File: config.mk
export PLATFORM = sky130hd
export DESIGN_NAME = mul_share_arbiter
export DESIGN_NICKNAME = d
export VERILOG_FILES = /design/src/rtl/mul_arb_pkg.sv /design/src/rtl/rr_picker.sv /design/src/rtl/mul_share_arbiter.sv
export SDC_FILE = /design/constraint.sdc
export NUM_CORES = 1
export LEC_CHECK = 0
export CORE_AREA = 2 2 96 98
export CTS_CLUSTER_DIAMETER = 200
export DETAILED_ROUTE_END_ITERATION = 7
export DIE_AREA = 0 0 98 100
export HOLD_SLACK_MARGIN = 0.05
export PLACE_DENSITY = 0.79
export SLEW_MARGIN = 20
export SYNTH_ARGS = -nofsm -noshare
export SYNTH_HDL_FRONTEND = slang
export SYNTH_SLANG_ARGS = --single-unit
File: constraint.sdc
create_clock -name clk -period 2.1 [get_ports clk]
set_input_delay 0.21 -clock clk [delete_from_list [all_inputs] [get_ports clk]]
set_output_delay 0.21 -clock clk [all_outputs]
set_load 0.005 [all_outputs]
File: src/rtl/mul_arb_pkg.sv
// Shared types for the multiplier-sharing arbiter.
package mul_arb_pkg;

  typedef enum logic [1:0] {
    IDLE  = 2'd0,
    ISSUE = 2'd1,
    BUSY  = 2'd2
  } arb_state_t;

endpackage

File: src/rtl/rr_picker.sv
// Combinational round-robin picker: first asserted request at or after rr_ptr_i, wrapping.
module rr_picker #(
  parameter  int unsigned NUM_REQ = 4,
  localparam int unsigned IDW     = $clog2(NUM_REQ)
) (
  input  logic [NUM_REQ-1:0] req_i,
  input  logic [IDW-1:0]     rr_ptr_i,
  output logic               any_req_o,
  output logic [IDW-1:0]     winner_o
);

  logic [IDW-1:0] idx;
  logic           found;

  always_comb begin
    any_req_o = |req_i;
    winner_o  = '0;
    found     = 1'b0;
    idx       = '0;
    for (int unsigned k = 0; k < NUM_REQ; k++) begin
      idx = IDW'((int'(rr_ptr_i) + int'(k)) % int'(NUM_REQ));
      if (!found && req_i[idx]) begin
        winner_o = idx;
        found    = 1'b1;
      end
    end
  end

endmodule

File: src/rtl/mul_share_arbiter.sv
// Shares one valid/ready multiplier among NUM_REQ requesters, one transaction in flight,
// round-robin grant, result routed back only to the issuing requester.
module mul_share_arbiter
  import mul_arb_pkg::*;
#(
  parameter  int unsigned NUM_REQ = 4,
  parameter  int unsigned WIDTH   = 16,
  localparam int unsigned IDW     = $clog2(NUM_REQ)
) (
  input  logic                     clk,
  input  logic                     rst,
  input  logic [NUM_REQ-1:0]       req_valid,
  output logic [NUM_REQ-1:0]       req_ready,
  input  logic [NUM_REQ*WIDTH-1:0] req_a,
  input  logic [NUM_REQ*WIDTH-1:0] req_b,
  output logic [NUM_REQ-1:0]       resp_valid,
  input  logic [NUM_REQ-1:0]       resp_ready,
  output logic [2*WIDTH-1:0]       resp_product,
  output logic                     mul_src_valid,
  input  logic                     mul_src_ready,
  output logic [WIDTH-1:0]         mul_a,
  output logic [WIDTH-1:0]         mul_b,
  input  logic                     mul_dest_valid,
  output logic                     mul_dest_ready,
  input  logic [2*WIDTH-1:0]       mul_product,
  output logic                     busy,
  output logic [IDW-1:0]           grant_id
);

  arb_state_t     state_q, state_d;
  logic [IDW-1:0] grant_q, grant_d;
  logic [IDW-1:0] rr_ptr_q, rr_ptr_d;
  logic [IDW-1:0] winner;
  logic [IDW-1:0] grant_inc;
  logic           any_req;

  logic [WIDTH-1:0] a_arr [NUM_REQ];
  logic [WIDTH-1:0] b_arr [NUM_REQ];

  for (genvar i = 0; i < NUM_REQ; i++) begin : g_unpack
    assign a_arr[i] = req_a[i*WIDTH +: WIDTH];
    assign b_arr[i] = req_b[i*WIDTH +: WIDTH];
  end

  rr_picker #(.NUM_REQ(NUM_REQ)) u_picker (
    .req_i     (req_valid),
    .rr_ptr_i  (rr_ptr_q),
    .any_req_o (any_req),
    .winner_o  (winner)
  );

  assign grant_inc    = (grant_q == IDW'(NUM_REQ - 1)) ? '0 : grant_q + 1'b1;
  assign resp_product = mul_product;
  assign busy         = (state_q != IDLE);
  assign grant_id     = grant_q;

  always_comb begin
    state_d        = state_q;
    grant_d        = grant_q;
    rr_ptr_d       = rr_ptr_q;
    req_ready      = '0;
    resp_valid     = '0;
    mul_src_valid  = 1'b0;
    mul_a          = '0;
    mul_b          = '0;
    mul_dest_ready = 1'b0;
    case (state_q)
      IDLE: begin
        if (any_req) begin
          grant_d = winner;
          state_d = ISSUE;
        end
      end
      ISSUE: begin
        mul_src_valid      = req_valid[grant_q];
        mul_a              = a_arr[grant_q];
        mul_b              = b_arr[grant_q];
        req_ready[grant_q] = mul_src_ready;
        if (req_valid[grant_q] && mul_src_ready) begin
          state_d = BUSY;
        end else if (!req_valid[grant_q]) begin
          // Withdrawn request: abandon without advancing the round-robin pointer.
          state_d = IDLE;
          grant_d = '0;
        end
      end
      BUSY: begin
        resp_valid[grant_q] = mul_dest_valid;
        mul_dest_ready      = resp_ready[grant_q];
        if (mul_dest_valid && resp_ready[grant_q]) begin
          state_d  = IDLE;
          grant_d  = '0;
          rr_ptr_d = grant_inc;
        end
      end
      default: begin
        state_d = IDLE;
        grant_d = '0;
      end
    endcase
  end

  always_ff @(posedge clk or negedge rst) begin
    if (!rst) begin
      state_q  <= IDLE;
      grant_q  <= '0;
      rr_ptr_q <= '0;
    end else begin
      state_q  <= state_d;
      grant_q  <= grant_d;
      rr_ptr_q <= rr_ptr_d;
    end
  end

endmodule

## Yosys cells after proc, flatten, opt, wreduce, memory -nomap -nowiden

Index checks and enable logic that the tools add are counted.

| storage, ports and cells | value |
|---|---|
| register bits after elaboration | 6 |
| latch bits | 0 |
| bits in writable memories | 0 |
| ROM bits | 0 |
| bits of input ports | 172 |
| output and inout bits | 77 |
| logic and storage cells | 82 |
| memories kept | 0 |

| operators by class | value |
|---|---|
| $add $sub $neg | 4 |
| $mul | 0 |
| divide/modulo/power cells | 0 |
| order comparisons | 7 |
| eq/ne operators | 8 |
| shifts and indexed selects | 0 |
| muxes and demuxes | 42 |
| bitwise operators | 3 |
| reduce and logical (&&, ||, !) cells | 15 |

Operators by type and width:

| operator | count |
|---|---|
| $mux W16 | 6 |
| $bmux W16 S2 | 2 |
| $mux W2 | 11 |
| $lt A2 B3 Y1 const B | 5 |
| $bmux W1 S2 | 6 |
| $mux W1 | 12 |
| $pmux W2 S3 | 2 |
| $and A4 B4 Y4 | 2 |
| $mux W4 | 2 |
| $ne A2 B2 Y1 const B | 4 |
| $logic_and A1 B1 Y1 | 6 |
| $add A2 B1 Y2 const B | 2 |
| $add A2 B2 Y2 const B | 2 |
| $eq A2 B2 Y1 const B | 2 |
| $reduce_and A4 Y1 | 1 |
| $reduce_or A4 Y1 | 1 |
| $ge A3 B3 Y1 const B | 1 |
| $logic_not A1 Y1 | 3 |
| $ne A3 B3 Y1 const B | 1 |
| $not A2 Y3 | 1 |
| $reduce_and A3 Y1 | 1 |
| $demux W1 S2 | 1 |
| $eq A2 B1 Y1 const B | 1 |
| $ge A2 B1 Y1 const B | 1 |
| 3 further kinds | 3 |

## Depth between registers and ports, before layout

| logic depth | value |
|---|---|
| depth in word-level cells | 14 |
| mapped depth | 5 |
| mapped depth without buffers | 4 |

## Hierarchy

A second synthesis with hierarchy kept.

| unflattened totals | value |
|---|---|
| cell total of the unflattened synthesis | 168 |
| area total of the unflattened synthesis | 1,736.7 µm² |

By module, submodules not included:

| module | instances | cells an instance | area an instance (µm²) | sequential area each (µm²) |
|---|---|---|---|---|
| mul_share_arbiter | 1 | 153 | 1,659.1 | 150.1 |
| rr_picker | 1 | 15 | 77.6 | 0.0 |

## Least setup slack after synthesis

Ideal clock, no wire load.

| timing | value |
|---|---|
| kind | flip-flop to output port |
| from | reg grant_q[0], in the netlist grant_id[0] |
| to | out mul_a[0] |
| arrival | 1.502 ns |
| data required time | 1.890 ns |
| setup slack | 0.388 ns |
| cell stages (with the launch flop) | 5 |
| path buffers | 2 |
| cells stage by stage | dfrtp_1 -> buf_6 -> buf_4 -> mux4_2 -> and2_1 |

| on the way | value |
|---|---|
| longest elaborated chain between the ends | 5 |

Ends and longest elaborated chain:

| element | RTL line | RTL |
|---|---|---|
| start: declaration | mul_share_arbiter.sv:31 | `logic [IDW-1:0] grant_q, grant_d;` |
| start signal: assignment | mul_share_arbiter.sv:110 | `grant_q <= grant_d;` |
| $not A2 Y3 (implied by the code) | mul_share_arbiter.sv:76 | `mul_a = a_arr[grant_q];` |
| $bmux W16 S2 | mul_share_arbiter.sv:76 |  |
| $mux W16 (implied by the code) (2 in series) | mul_share_arbiter.sv:76 |  |
| $mux W16 | mul_share_arbiter.sv:67 | `case (state_q)` |
| end: declaration | mul_share_arbiter.sv:21 | `output logic [WIDTH-1:0] mul_a,` |

No other way between the ends. The select of a mux whose other input is x is not followed.

## Final worst setup path

| timing | value |
|---|---|
| from | reg grant_q[0], in the netlist grant_id[0] |
| to | out mul_src_valid |

| on the way | value |
|---|---|
| longest elaborated chain between the ends | 3 |

Ends and longest elaborated chain:

| element | RTL line | RTL |
|---|---|---|
| $bmux W1 S2 | mul_share_arbiter.sv:75 | `mul_src_valid = req_valid[grant_q];` |
| $mux W1 (implied by the code) | mul_share_arbiter.sv:75 |  |
| $mux W1 | mul_share_arbiter.sv:67 |  |
| end: declaration | mul_share_arbiter.sv:19 | `output logic mul_src_valid,` |

No other way between the ends. The select of a mux whose other input is x is not followed.

==> impl_metrics.csv <==
group,metric,value,unit
status,status,"completed",
detailed_routing,drtAntennaViolNets,0,
clocking,insertion_delay,0.23,ns
sta,fin_crit_sh,0.970,
synth,syn-cell-area,0.00178,sq mm
critical_path,critPathMaxFanout,3,
global_route,grt_first_pass_wirelength,11.4,mm
sta,fin_ws,0.0624,ns
critical_path,cp.arrival,1.83,ns
synth,synthFlopType,"dfrtp_1",
pwr,power_density,780,mW/mm^2
clocking,clk_pin_slew,0.04,ns
synth,async_flop_share,1.00,
sta,slew_headroom,0.798,
die,die_area,0.00980,sq mm
clocking,cts_made_buffers,3,
global_route,grt-ovfl-total,0,
detailed_routing,vias,1999,
pwr,ir_worst_vdd,579,uV
die,start_util,0.201,
sta,setup_viol,0,
placement,dp_slack,0.0998,ns
final_layout,post_route_cells_drive_above_1_share,0.194,
sta,worst_pin_slew,0.304,ns
global_route,grt_pass1_vias,2167,
die,die_h,100,microns
detailed_routing,wirelength,7.69,mm
critical_path,critPathTopFamily,"buffers and inverters",
sta,hold_violations,0,
sta,setup_tns,0,ns
flow_run,drv_cap,0,
critical_path,start_kind,"flop",
clocking,root_buffer,"clkbuf_8",
detailed_routing,drc,0,
critical_path,regToRegStartpoint,"state_q[1]",
final_layout,diodes,0,
critical_path,max_stage_delay,0.54,ns
synth,synth-warning-count,0,
synth,yosys.area.top_type,"mux4_2",
global_route,grt_max_degree,30,
detailed_routing,drt-initial-drc-count,67,
detailed_routing,post_drt_wl_per_cell,17.6,microns
sta,post-route-min-period,2.04,ns
clocking,h-tree-depth,1,
final_layout,syn_to_final_growth,105,%
die,die_w,98,microns
clocking,cts_sinks,6,
clocking,cts_tree,"built",
sta,rsz0062_at_grt,"yes",
placement,post-dp-hpwl,6.45,mm
sta,slew_viol_final,0,
synth,syn-num-nets,345,
detailed_routing,first_pass_iters,4,
synth,synth_edf_count,0,
critical_path,reg2regPathDepth,5,
global_route,grt_usage,0.145,
synth,synthDistinctLibCells,30,
synth,synthTopCellsByArea,"mux4_2 40%, buf_4 14%, and2_1 12%",
critical_path,cp.required,1.89,ns
worst_hold_path,worstHoldPathType,"primary input to asynchronous set/reset pin",
placement,gp_congestion,0.848,
placement,port_buffers,184,
sta,hold-worst-slack,0.211,ns
synth,synth_common_cells,"33 x and2_1, 33 x buf_4, 32 x mux4_2, 9 x and3_1",
die,ios,249,
synth,synth.top_cell.area_share,0.404,
critical_path,slowest_stage,"clkdlybuf4s50_1",
detailed_routing,via_per_inst,4.58,
critical_path,critPathKind,"flop to output pin",
clocking,cts_buffer_depth,2,
pwr,leakage,1.47,nW
final_layout,fillers,857,
critical_path,crit_path_end_kind,"output pin",
synth,avgSynthCellArea,10.6,sq um
sta,timing.fmax,491,MHz
synth,synth-seq-cells,6,
synth,ys_seq_area_frac,0.0842,
critical_path,path_cells,"or3b_2 > o22ai_2 > clkdlybuf4s50_1",
final_layout,final_nets,502,
critical_path,cp.buffers_inverters,1,
critical_path,timing.rr.end,"state_q[1]",
die,rows,35,
sta,skew,0.00999,ns
critical_path,r2r_slack,0.46,ns
die,coreArea,0.00889,sq mm
synth,synth_cells,169,
global_route,antenna_found_initial,1,
==> worst max-delay path by stage <==
stage / startpoint / endpoint / slack, ns / cells past startpoint
5_1_grt: grant_id[0] / mul_a[12] / -0.0002 / 4
3_5_place_dp: grant_id[0] / mul_a[12] / 0.1 / 4
2_1_floorplan: grant_id[0] / mul_a[0] / 0.39 / 4
6_report: grant_id[0] / mul_src_valid / 0.06 / 3
4_1_cts: state_q[1] / req_ready[0] / 0.009 / 5
3_3_place_gp: grant_id[0] / mul_a[6] / 0.13 / 4
==> flip-flops by register name, summed over array words and instances, names as in the netlist <==
signal,flops
grant_id,2
state_q,2
rr_ptr_q,2
==> layout by cell type (no fill, tap or decap), types with 2 or more instances in the layout <==
cell,count
nand2b_1,5
nand3b_1,3
clkdlybuf4s50_1,152
buf_12,4
mux2_2,2
mux2i_1,2
buf_4,7
nand2_1,5
mux4_2,32
and3_1,9
dlygate4sd2_1,32
dfrtp_1,4
clkbuf_8,3
ha_1,4
o2bb2ai_1,2
inv_1,2
a21oi_1,4
dfrtp_2,2
or3_4,2
and2_4,3
and2_1,30
==> repair_timing <==
action / in CTS / in global routing
setup endpoints to repair: 38 / 8
setup buffers: 0 / 3
gates resized for setup: 35 / 8
hold endpoints to repair: 0 / 0
gates cloned: 0 / 1
hold buffers: 0 / 0
==> metrics by stage <==
stage | area [sq um] | std cells | power (mW) | util
finish | 3660 | 436 | 2.85 | 0.411
global route | 3660 | 436 | 3.09 | 0.411
CTS | 3570 | 432 | 2.76 | 0.402
detailed placement | 3560 | 428 | 2.76 | 0.400
global placement | 3560 | 428 | 2.72 | 0.400
floorplan | 1780 | 169 | 1.51 | -
==> layout make-up <==
class / count / area (sq um) / share of cell area
clock buffers: 4 / 45.0 / 0.0123
well taps: 111 / 139 / 0.0380
flip-flops and latches: 6 / 153 / 0.0418
inverters: 2 / 7.51 / 0.00205
repair buffers: 196 / 1960 / 0.536
multi-input cells: 117 / 1350 / 0.370
==> power by group <==
part           internal, mW  total [mW]  switching [mW]  leakage, nW
Clock                 0.131       0.189          0.0575       0.0228
Sequential            0.172       0.240          0.0676       0.0733
Combinational          1.52        2.42           0.899         1.37
Total                  1.83        2.85            1.02         1.47
==> worst reg2reg max path: stages (launching register included) <==
cell and delay [ns]:
dfrtp_1 0.37, buf_4 0.16, or2_1 0.27, or3_4 0.40, a21o_1 0.18, and2_1 0.14
==> cell families (layout without fill, tap and decap cells) <==
logic type	count (synthesis)	count (layout)	synth area share
buffers and inverters	46	202	0.179
adders and majority gates	4	4	0.0281
DFF	6	6	0.0841
and+or+nand+nor	63	63	0.223
muxes	38	38	0.439
AOI/OAI and AO/OA	12	12	0.0470
==> metal layers <==
| metal | GRT usage | share of wire | vias up |
|---|---|---|---|
| met4 | 0.0449 | 0.020 | 2 |
| met2 | 0.272 | 0.52 | 123 |
| met1 | 0.159 | 0.38 | 940 |
| li1 | - | - | 915 |
| met3 | 0.0376 | 0.082 | 19 |
| met5 | 0 | 0.0021 | - |
No activity file was read; power rests on OpenSTA's default activity.
